--- src/rtl/apb_gpio_regs_if.sv ---
// APB slave-side bus bundle for the GPIO register bank.
// PREADY is driven by the upstream handshake FSM, so it sits on the master side.
interface apb_gpio_regs_if;
  logic        PSEL;
  logic        PENABLE;
  logic        PWRITE;
  logic [4:0]  PADDR;
  logic [31:0] PWDATA;
  logic        PREADY;
  logic [31:0] PRDATA;
  logic        PSLVERR;

  modport master (
    output PSEL, PENABLE, PWRITE, PADDR, PWDATA, PREADY,
    input  PRDATA, PSLVERR
  );

  modport slave (
    input  PSEL, PENABLE, PWRITE, PADDR, PWDATA, PREADY,
    output PRDATA, PSLVERR
  );
endinterface

--- src/rtl/apb_gpio_regs.sv ---
// GPIO register bank: output/direction registers, synchronised inputs with
// per-bit edge detection, W1C interrupt status and a registered level irq.
module apb_gpio_regs #(
  parameter int WIDTH = 32
) (
  input  logic             PCLK,
  input  logic             PRESETn,
  apb_gpio_regs_if.slave   apb,
  input  logic [WIDTH-1:0] gpio_in,
  output logic [WIDTH-1:0] gpio_out,
  output logic [WIDTH-1:0] gpio_oe,
  output logic             irq
);

  localparam logic [2:0] ADDR_DATA_OUT   = 3'd0;
  localparam logic [2:0] ADDR_DIR        = 3'd1;
  localparam logic [2:0] ADDR_DATA_IN    = 3'd2;
  localparam logic [2:0] ADDR_IRQ_EN     = 3'd3;
  localparam logic [2:0] ADDR_IRQ_POL    = 3'd4;
  localparam logic [2:0] ADDR_IRQ_STATUS = 3'd5;

  logic [WIDTH-1:0] data_out_reg;
  logic [WIDTH-1:0] dir_reg;
  logic [WIDTH-1:0] irq_en_reg;
  logic [WIDTH-1:0] irq_pol_reg;
  logic [WIDTH-1:0] irq_status_reg;
  logic [WIDTH-1:0] irq_status_next;
  logic [WIDTH-1:0] sync1_reg;
  logic [WIDTH-1:0] sync2_reg;
  logic [WIDTH-1:0] prev_reg;
  logic             irq_reg;

  logic [2:0]       reg_sel;
  logic             xfer;
  logic             addr_err;
  logic             wr_en;
  logic [WIDTH-1:0] wdata;
  logic [WIDTH-1:0] hit;
  logic [WIDTH-1:0] clr;
  logic [WIDTH-1:0] rd_val;

  // Address low bits and any data bits above WIDTH are intentionally ignored.
  logic unused_apb;
  assign unused_apb = ^{apb.PADDR[1:0], apb.PWDATA};

  assign reg_sel  = apb.PADDR[4:2];
  assign xfer     = apb.PSEL & apb.PENABLE & apb.PREADY;
  assign addr_err = (reg_sel == 3'd6) | (reg_sel == 3'd7) |
                    (apb.PWRITE & (reg_sel == ADDR_DATA_IN));
  assign wr_en    = xfer & apb.PWRITE & ~addr_err;
  assign wdata    = apb.PWDATA[WIDTH-1:0];

  // Per-pin edge select: rising when polarity is 1, falling otherwise.
  genvar gi;
  generate
    for (gi = 0; gi < WIDTH; gi++) begin : g_edge
      assign hit[gi] = irq_pol_reg[gi] ? (sync2_reg[gi] & ~prev_reg[gi])
                                       : (~sync2_reg[gi] & prev_reg[gi]);
    end
  endgenerate

  // A fresh edge wins over a simultaneous write-one-to-clear on the same bit.
  assign clr             = (wr_en && reg_sel == ADDR_IRQ_STATUS) ? wdata : '0;
  assign irq_status_next = (irq_status_reg & ~clr) | hit;

  always_ff @(posedge PCLK or negedge PRESETn) begin
    if (!PRESETn) begin
      data_out_reg   <= '0;
      dir_reg        <= '0;
      irq_en_reg     <= '0;
      irq_pol_reg    <= '0;
      irq_status_reg <= '0;
      sync1_reg      <= '0;
      sync2_reg      <= '0;
      prev_reg       <= '0;
      irq_reg        <= 1'b0;
    end else begin
      sync1_reg      <= gpio_in;
      sync2_reg      <= sync1_reg;
      prev_reg       <= sync2_reg;
      irq_status_reg <= irq_status_next;
      irq_reg        <= |(irq_status_reg & irq_en_reg);
      if (wr_en) begin
        case (reg_sel)
          ADDR_DATA_OUT: data_out_reg <= wdata;
          ADDR_DIR:      dir_reg      <= wdata;
          ADDR_IRQ_EN:   irq_en_reg   <= wdata;
          ADDR_IRQ_POL:  irq_pol_reg  <= wdata;
          default: ;
        endcase
      end
    end
  end

  always_comb begin
    rd_val = '0;
    case (reg_sel)
      ADDR_DATA_OUT:   rd_val = data_out_reg;
      ADDR_DIR:        rd_val = dir_reg;
      ADDR_DATA_IN:    rd_val = sync2_reg;
      ADDR_IRQ_EN:     rd_val = irq_en_reg;
      ADDR_IRQ_POL:    rd_val = irq_pol_reg;
      ADDR_IRQ_STATUS: rd_val = irq_status_reg;
      default:         rd_val = '0;
    endcase
  end

  assign apb.PRDATA  = (apb.PSEL && !apb.PWRITE) ? 32'(rd_val) : 32'd0;
  assign apb.PSLVERR = xfer & addr_err;

  assign gpio_out = data_out_reg;
  assign gpio_oe  = dir_reg;
  assign irq      = irq_reg;

endmodule
--- src/flat_wrapper.sv ---
// flat-port wrapper written by rule: the top's interface ports become plain ports
module apb_gpio_regs_flat 
#(
  parameter int WIDTH = 32
)
  (PCLK, PRESETn, gpio_in, gpio_out, gpio_oe, irq, apb_PSEL, apb_PENABLE, apb_PWRITE, apb_PADDR, apb_PWDATA, apb_PREADY, apb_PRDATA, apb_PSLVERR);
  apb_gpio_regs_if apb_i ();
  input  logic PCLK;
  input  logic PRESETn;
  input  logic [WIDTH-1:0] gpio_in;
  output logic [WIDTH-1:0] gpio_out;
  output logic [WIDTH-1:0] gpio_oe;
  output logic irq;
  input wire logic [$bits(apb_i.PSEL)-1:0] apb_PSEL;
  input wire logic [$bits(apb_i.PENABLE)-1:0] apb_PENABLE;
  input wire logic [$bits(apb_i.PWRITE)-1:0] apb_PWRITE;
  input wire logic [$bits(apb_i.PADDR)-1:0] apb_PADDR;
  input wire logic [$bits(apb_i.PWDATA)-1:0] apb_PWDATA;
  input wire logic [$bits(apb_i.PREADY)-1:0] apb_PREADY;
  output wire logic [$bits(apb_i.PRDATA)-1:0] apb_PRDATA;
  output wire logic [$bits(apb_i.PSLVERR)-1:0] apb_PSLVERR;
  assign apb_i.PSEL = apb_PSEL;
  assign apb_i.PENABLE = apb_PENABLE;
  assign apb_i.PWRITE = apb_PWRITE;
  assign apb_i.PADDR = apb_PADDR;
  assign apb_i.PWDATA = apb_PWDATA;
  assign apb_i.PREADY = apb_PREADY;
  assign apb_PRDATA = apb_i.PRDATA;
  assign apb_PSLVERR = apb_i.PSLVERR;
  apb_gpio_regs #(.WIDTH(WIDTH)) u_core (.PCLK(PCLK), .PRESETn(PRESETn), .apb(apb_i), .gpio_in(gpio_in), .gpio_out(gpio_out), .gpio_oe(gpio_oe), .irq(irq));
endmodule
--- config.mk ---
export PLATFORM = sky130hd
export DESIGN_NAME = apb_gpio_regs_flat
export DESIGN_NICKNAME = d
export VERILOG_FILES = /design/src/rtl/apb_gpio_regs_if.sv /design/src/rtl/apb_gpio_regs.sv /design/src/flat_wrapper.sv
export SDC_FILE = /design/constraint.sdc
export NUM_CORES = 1
export LEC_CHECK = 0
export CELL_PAD_IN_SITES_DETAIL_PLACEMENT = 0
export CELL_PAD_IN_SITES_GLOBAL_PLACEMENT = 2
export CORE_ASPECT_RATIO = 2
export CORE_UTILIZATION = 40
export CTS_BUF_LIST = sky130_fd_sc_hd__clkbuf_16
export DETAILED_ROUTE_END_ITERATION = 10
export PLACE_DENSITY = 0.82
export SLEW_MARGIN = 10
export SYNTH_ARGS = -nofsm -noshare
export SYNTH_HDL_FRONTEND = slang
export SYNTH_SLANG_ARGS = --single-unit
--- constraint.sdc ---
create_clock -name PCLK -period 4.4 [get_ports PCLK]
set_clock_uncertainty 0.2 [all_clocks]
set_input_delay 0.66 -clock PCLK [delete_from_list [all_inputs] [get_ports PCLK]]
set_output_delay 0.66 -clock PCLK [all_outputs]
set_load 0.02 [all_outputs]
# Word-level counts from Yosys, hierarchy flattened
# Cells that the tools add are included.
# word_totals
out_inout_bits	98
reg_bits	257
wordCells	201
input_bits	75
# op_classes
bitwise_logic	141
n_reduce_logical	9
n_eq_ne	7
muxes	35
# ops
cell	n
$pmux W32 S6	1
$and A1 B1 Y1	70
$not A1 Y1	65
$and A32 B32 Y32	2
$mux W32	2
$mux W1	32
$not A32 Y32	1
$or A32 B32 Y32	1
$reduce_or A32 Y1	1
$eq A3 B3 Y1 const B	4
$reduce_and A2 Y1	4
$eq A3 B2 Y1 const B	2
$eq A3 B1 Y1 const B	1
$logic_not A3 Y1	1
$logic_and A1 B1 Y1	2
$or A1 B1 Y1	2
$logic_not A1 Y1	1

# Depth between registers and ports, before layout
# logic_depth
ltp_word	10
mapped_depth	9

# Least setup slack after synthesis
# Ideal clock, no wire load.
# synth_timing
path_type	input to output
startpoint	input port apb_PADDR[2]
endpoint	output port apb_PRDATA[25]
n_path_buf	3
path_slack_ns	1.509
arrival_ns	2.031
stages	6
cell_sequence	buf_6 > clkbuf_1 > clkbuf_1 > a21oi_1 > a211o_1 > a21oi_1
# synth_between
elab_chain_cells	3
word_cells_on_any_way	8
# synth_rtl
item	line	source
start: declaration	flat_wrapper.sv:17	input wire logic [$bits(apb_i.PADDR)-1:0] apb_PADDR;
$eq A3 B3 Y1, or another cell as far along	apb_gpio_regs.sv:97	case (reg_sel)
$pmux W32 S6 (*)	apb_gpio_regs.sv:97	
$mux W32 (*)	apb_gpio_regs.sv:108	assign apb.PRDATA = (apb.PSEL && !apb.PWRITE) ? 32'(rd_val) : 32'd0;
end: declaration	flat_wrapper.sv:20	output wire logic [$bits(apb_i.PRDATA)-1:0] apb_PRDATA;
# Every way passes the cells marked *; elsewhere a longest branch is shown, timed or not.

# Worst setup path in the final report
# layout_timing
startpoint	input port apb_PADDR[4]
endpoint	output port apb_PRDATA[12]
# The elaborated chain is that of the path after synthesis.

==> results.py <==
metrics = {
    "clock_tree": {
        "cts_tree": "yes",
        "clock_latency_ns": 0.53,
        "cts-resized-gates": 0,
        "path_clk_slew_ns": 0.06,
        "post_cts_buffers": 0,
        "ctsHoldBuffers": 0,
        "cts_buffer_depth": 3,
        "cts_root_buf": "clkbuf_16",
        "cts-htree-levels": 1,
        "clock_sinks": 257,
        "cts_buffers": 25,
    },
    "setup_path": {
        "worstPathArrival_ns": 2.78,
        "max_stage_delay_ns": 0.55,
        "crit_path_end_kind": "primary output",
        "path_cells": "buf_4 -> buf_4 -> mux2_2 -> o21ai_0 -> a21oi_1 -> clkdlybuf4s50_1",
        "crit_type": "in -> out",
        "r2r_end": "u_core.irq",
        "r2r_start": "u_core.irq_status_reg[25]",
        "worstPathMaxFanout": 31,
        "crit_slowest_cell": "clkdlybuf4s50_1",
        "r2r_slack_ns": 2.58,
        "cp.depth": 6,
        "path_delay_family": "buffers and inverters",
        "path_common_cell": "buf_4",
        "start_kind": "input port",
        "startpoint": "apb_PADDR[4]",
        "endpoint": "apb_PRDATA[12]",
        "r2r_cells": 3,
        "path_buf_inv": 3,
        "required_ns": 3.54,
    },
    "synth": {
        "synth.distinct_cells": 40,
        "yosys_warnings": 0,
        "synth_area_um2": 11200,
        "syn-mean-instance-area_um2": 13.6,
        "synth-seq-cells": 257,
        "syn_inst": 822,
        "ys_seq_area_share_pct": 57.5,
        "syn_nets": 897,
    },
    "global_routing": {
        "antenna_found_initial": 2,
        "overflow": 0,
        "grt_pass1_vias": 7810,
        "grt_usage_pct": 21.7,
        "grt_max_degree": 104,
        "grt_pass1_wl_mm": 46.7,
    },
    "place": {
        "place_area_um2": 13300,
        "port_buffers": 170,
        "gp_congestion": 0.771,
        "hpwl_mm": 20.9,
    },
    "pwr": {
        "power.static_leakage_nw": 6.20,
        "powerDensity_nw_per_um2": 406,
        "ir_drop_mv": 0.341,
    },
    "floorplanning": {
        "die_h_um": 239,
        "die_area_um2": 28700,
        "pin_count": 173,
        "num_rows": 86,
        "coreArea_um2": 27500,
        "initial_core_util_pct": 40.6,
        "die_x_um": 120,
    },
    "flow_run": {
        "maxCapViolations": 0,
    },
    "worst_hold_path": {
        "min-delay-path-class": "in -> async",
    },
    "finish": {
        "fin_nets": 1065,
        "multi_input_area_um2": 4460,
        "finalInstanceArea_um2": 14000,
        "mostFrequentLayoutCells": "257 x dfrtp_1, 165 x clkdlybuf4s50_1, 79 x mux2_2",
        "regArea_um2": 6430,
        "layout_commonest_cell": "dfrtp_1",
        "drive_gt1_share_pct": 20.9,
        "final.fill_count": 2497,
        "syn_to_final_growth_pct": 25.3,
    },
    "routing": {
        "drc": 0,
        "firstDrtPassIters": 4,
        "ant_nets": 0,
        "dr.first_iter.drc_count": 451,
        "route.vias.total": 7434,
        "wl_mm": 30.3,
        "viasPerCell": 5.46,
        "wl_per_cell_um": 22.3,
    },
    "timing": {
        "setup-tns-final_ns": 0,
        "slew_violations": 0,
        "worstMarginPinSlew_ns": 0.993,
        "fmax_mhz": 275,
        "fin_crit_ns": 3.64,
        "grt_setup_unrepaired": "no",
        "setup_viol": 0,
        "max_slew_margin_pct": 33.8,
        "whs_ns": -0.0497,
        "post-route-period-util_pct": 82.7,
        "hold_viol": 24,
    },
    "outcome": {
        "outcome": "finished, violations left",
        "violations": "hold timing",
    },
}
-- per-layer routing --
layer / GRT usage (%) / vias to the layer above / wire length (um)
li1: - / 3355 / -
met1: 25.4 / 3831 / 11700
met2: 38.7 / 191 / 16200
met3: 2.39 / 57 / 1070
met4: 10.8 / 0 / 1330
met5: 0 / - / 0
-- power by group --
| group | total [mW] | internal, mW | switching, mW |
|---|---|---|---|
| combinational | 0.916 | 0.499 | 0.416 |
| clock | 2.03 | 1.14 | 0.886 |
| sequential | 2.76 | 2.57 | 0.189 |
-- through the flow --
stage / hold WS, ns / util [%] / worst slack [ns] / total power, mW / std cells
after floorplan: 0.131 / - / 1.51 / 3.24 / 822
after global placement: 0.132 / 48.2 / 0.745 / 3.71 / 1315
after detailed placement: 0.136 / 48.2 / 0.739 / 3.73 / 1315
after CTS: 0.00884 / 50.9 / 0.739 / 5.78 / 1359
after global routing: 0.0333 / 50.9 / 0.621 / 5.95 / 1361
final: -0.0497 / 50.9 / 0.762 / 5.70 / 1361
-- cell usage after synthesis --
master	instances	share of area [%]
and3b_1	32	2.5
a211o_1	45	3.5
a2bb2oi_1	4	0.31
nor2b_1	2	0.11
nor3_1	1	0.045
a22o_1	1	0.078
a22oi_1	19	1.3
nor4_2	1	0.11
buf_2	17	0.76
mux2i_1	43	3.8
nor3b_1	32	2.1
mux2_4	60	8.0
mux4_2	3	0.60
a221oi_1	3	0.23
dfrtp_1	257	57
o211ai_1	10	0.67
and2_4	1	0.078
nand2_1	54	1.8
clkbuf_1	18	0.60
a211oi_1	1	0.067
a32o_1	2	0.18
mux2_2	79	7.9
a21oi_1	54	2.4
nand4_1	5	0.28
inv_2	1	0.034
or2_4	1	0.078
nand3_1	2	0.089
buf_1	2	0.067
nor2_1	6	0.20
or3_1	2	0.11
or4_1	1	0.067
nor3_2	1	0.089
o22ai_1	3	0.17
buf_6	14	1.4
o21ai_0	24	1.1
mux2_1	3	0.30
nand4_2	1	0.11
nand2b_1	5	0.28
nor2b_4	2	0.25
and3_1	10	0.56
-- final cells by class --
class	count	area share, %
sequential	257	45.9
multi-input combinational	513	31.8
timing repair buffer	192	13.8
clock buffer	25	4.46
tap	352	3.14
clock inverter	19	0.919
antenna	2	0.0357
inverter	1	0.0268
-- logic make-up after synthesis --
group / share of synthesized area, %
simple gates: 8.92
buf+inv: 2.87
flops: 57.5
compound gates: 9.99
mux: 20.7
-- worst register-to-register path, delay by kind of cell, from the launching register on --
family,cells,cell delay (ns)
simple gates,2,0.66
flops,1,0.42
compound gates,1,0.41
-- worst min path at each step --
stage / startpoint / endpoint
after floorplan: u_core.sync1_reg[0] / u_core.sync2_reg[0]
after global placement: u_core.sync1_reg[11] / u_core.sync2_reg[11]
after detailed placement: u_core.sync1_reg[19] / u_core.sync2_reg[19]
after CTS: PRESETn / u_core.sync1_reg[20]
after global routing: PRESETn / u_core.gpio_oe[13]
final: PRESETn / u_core.gpio_oe[13]
Power figures use the tool's default switching activity.
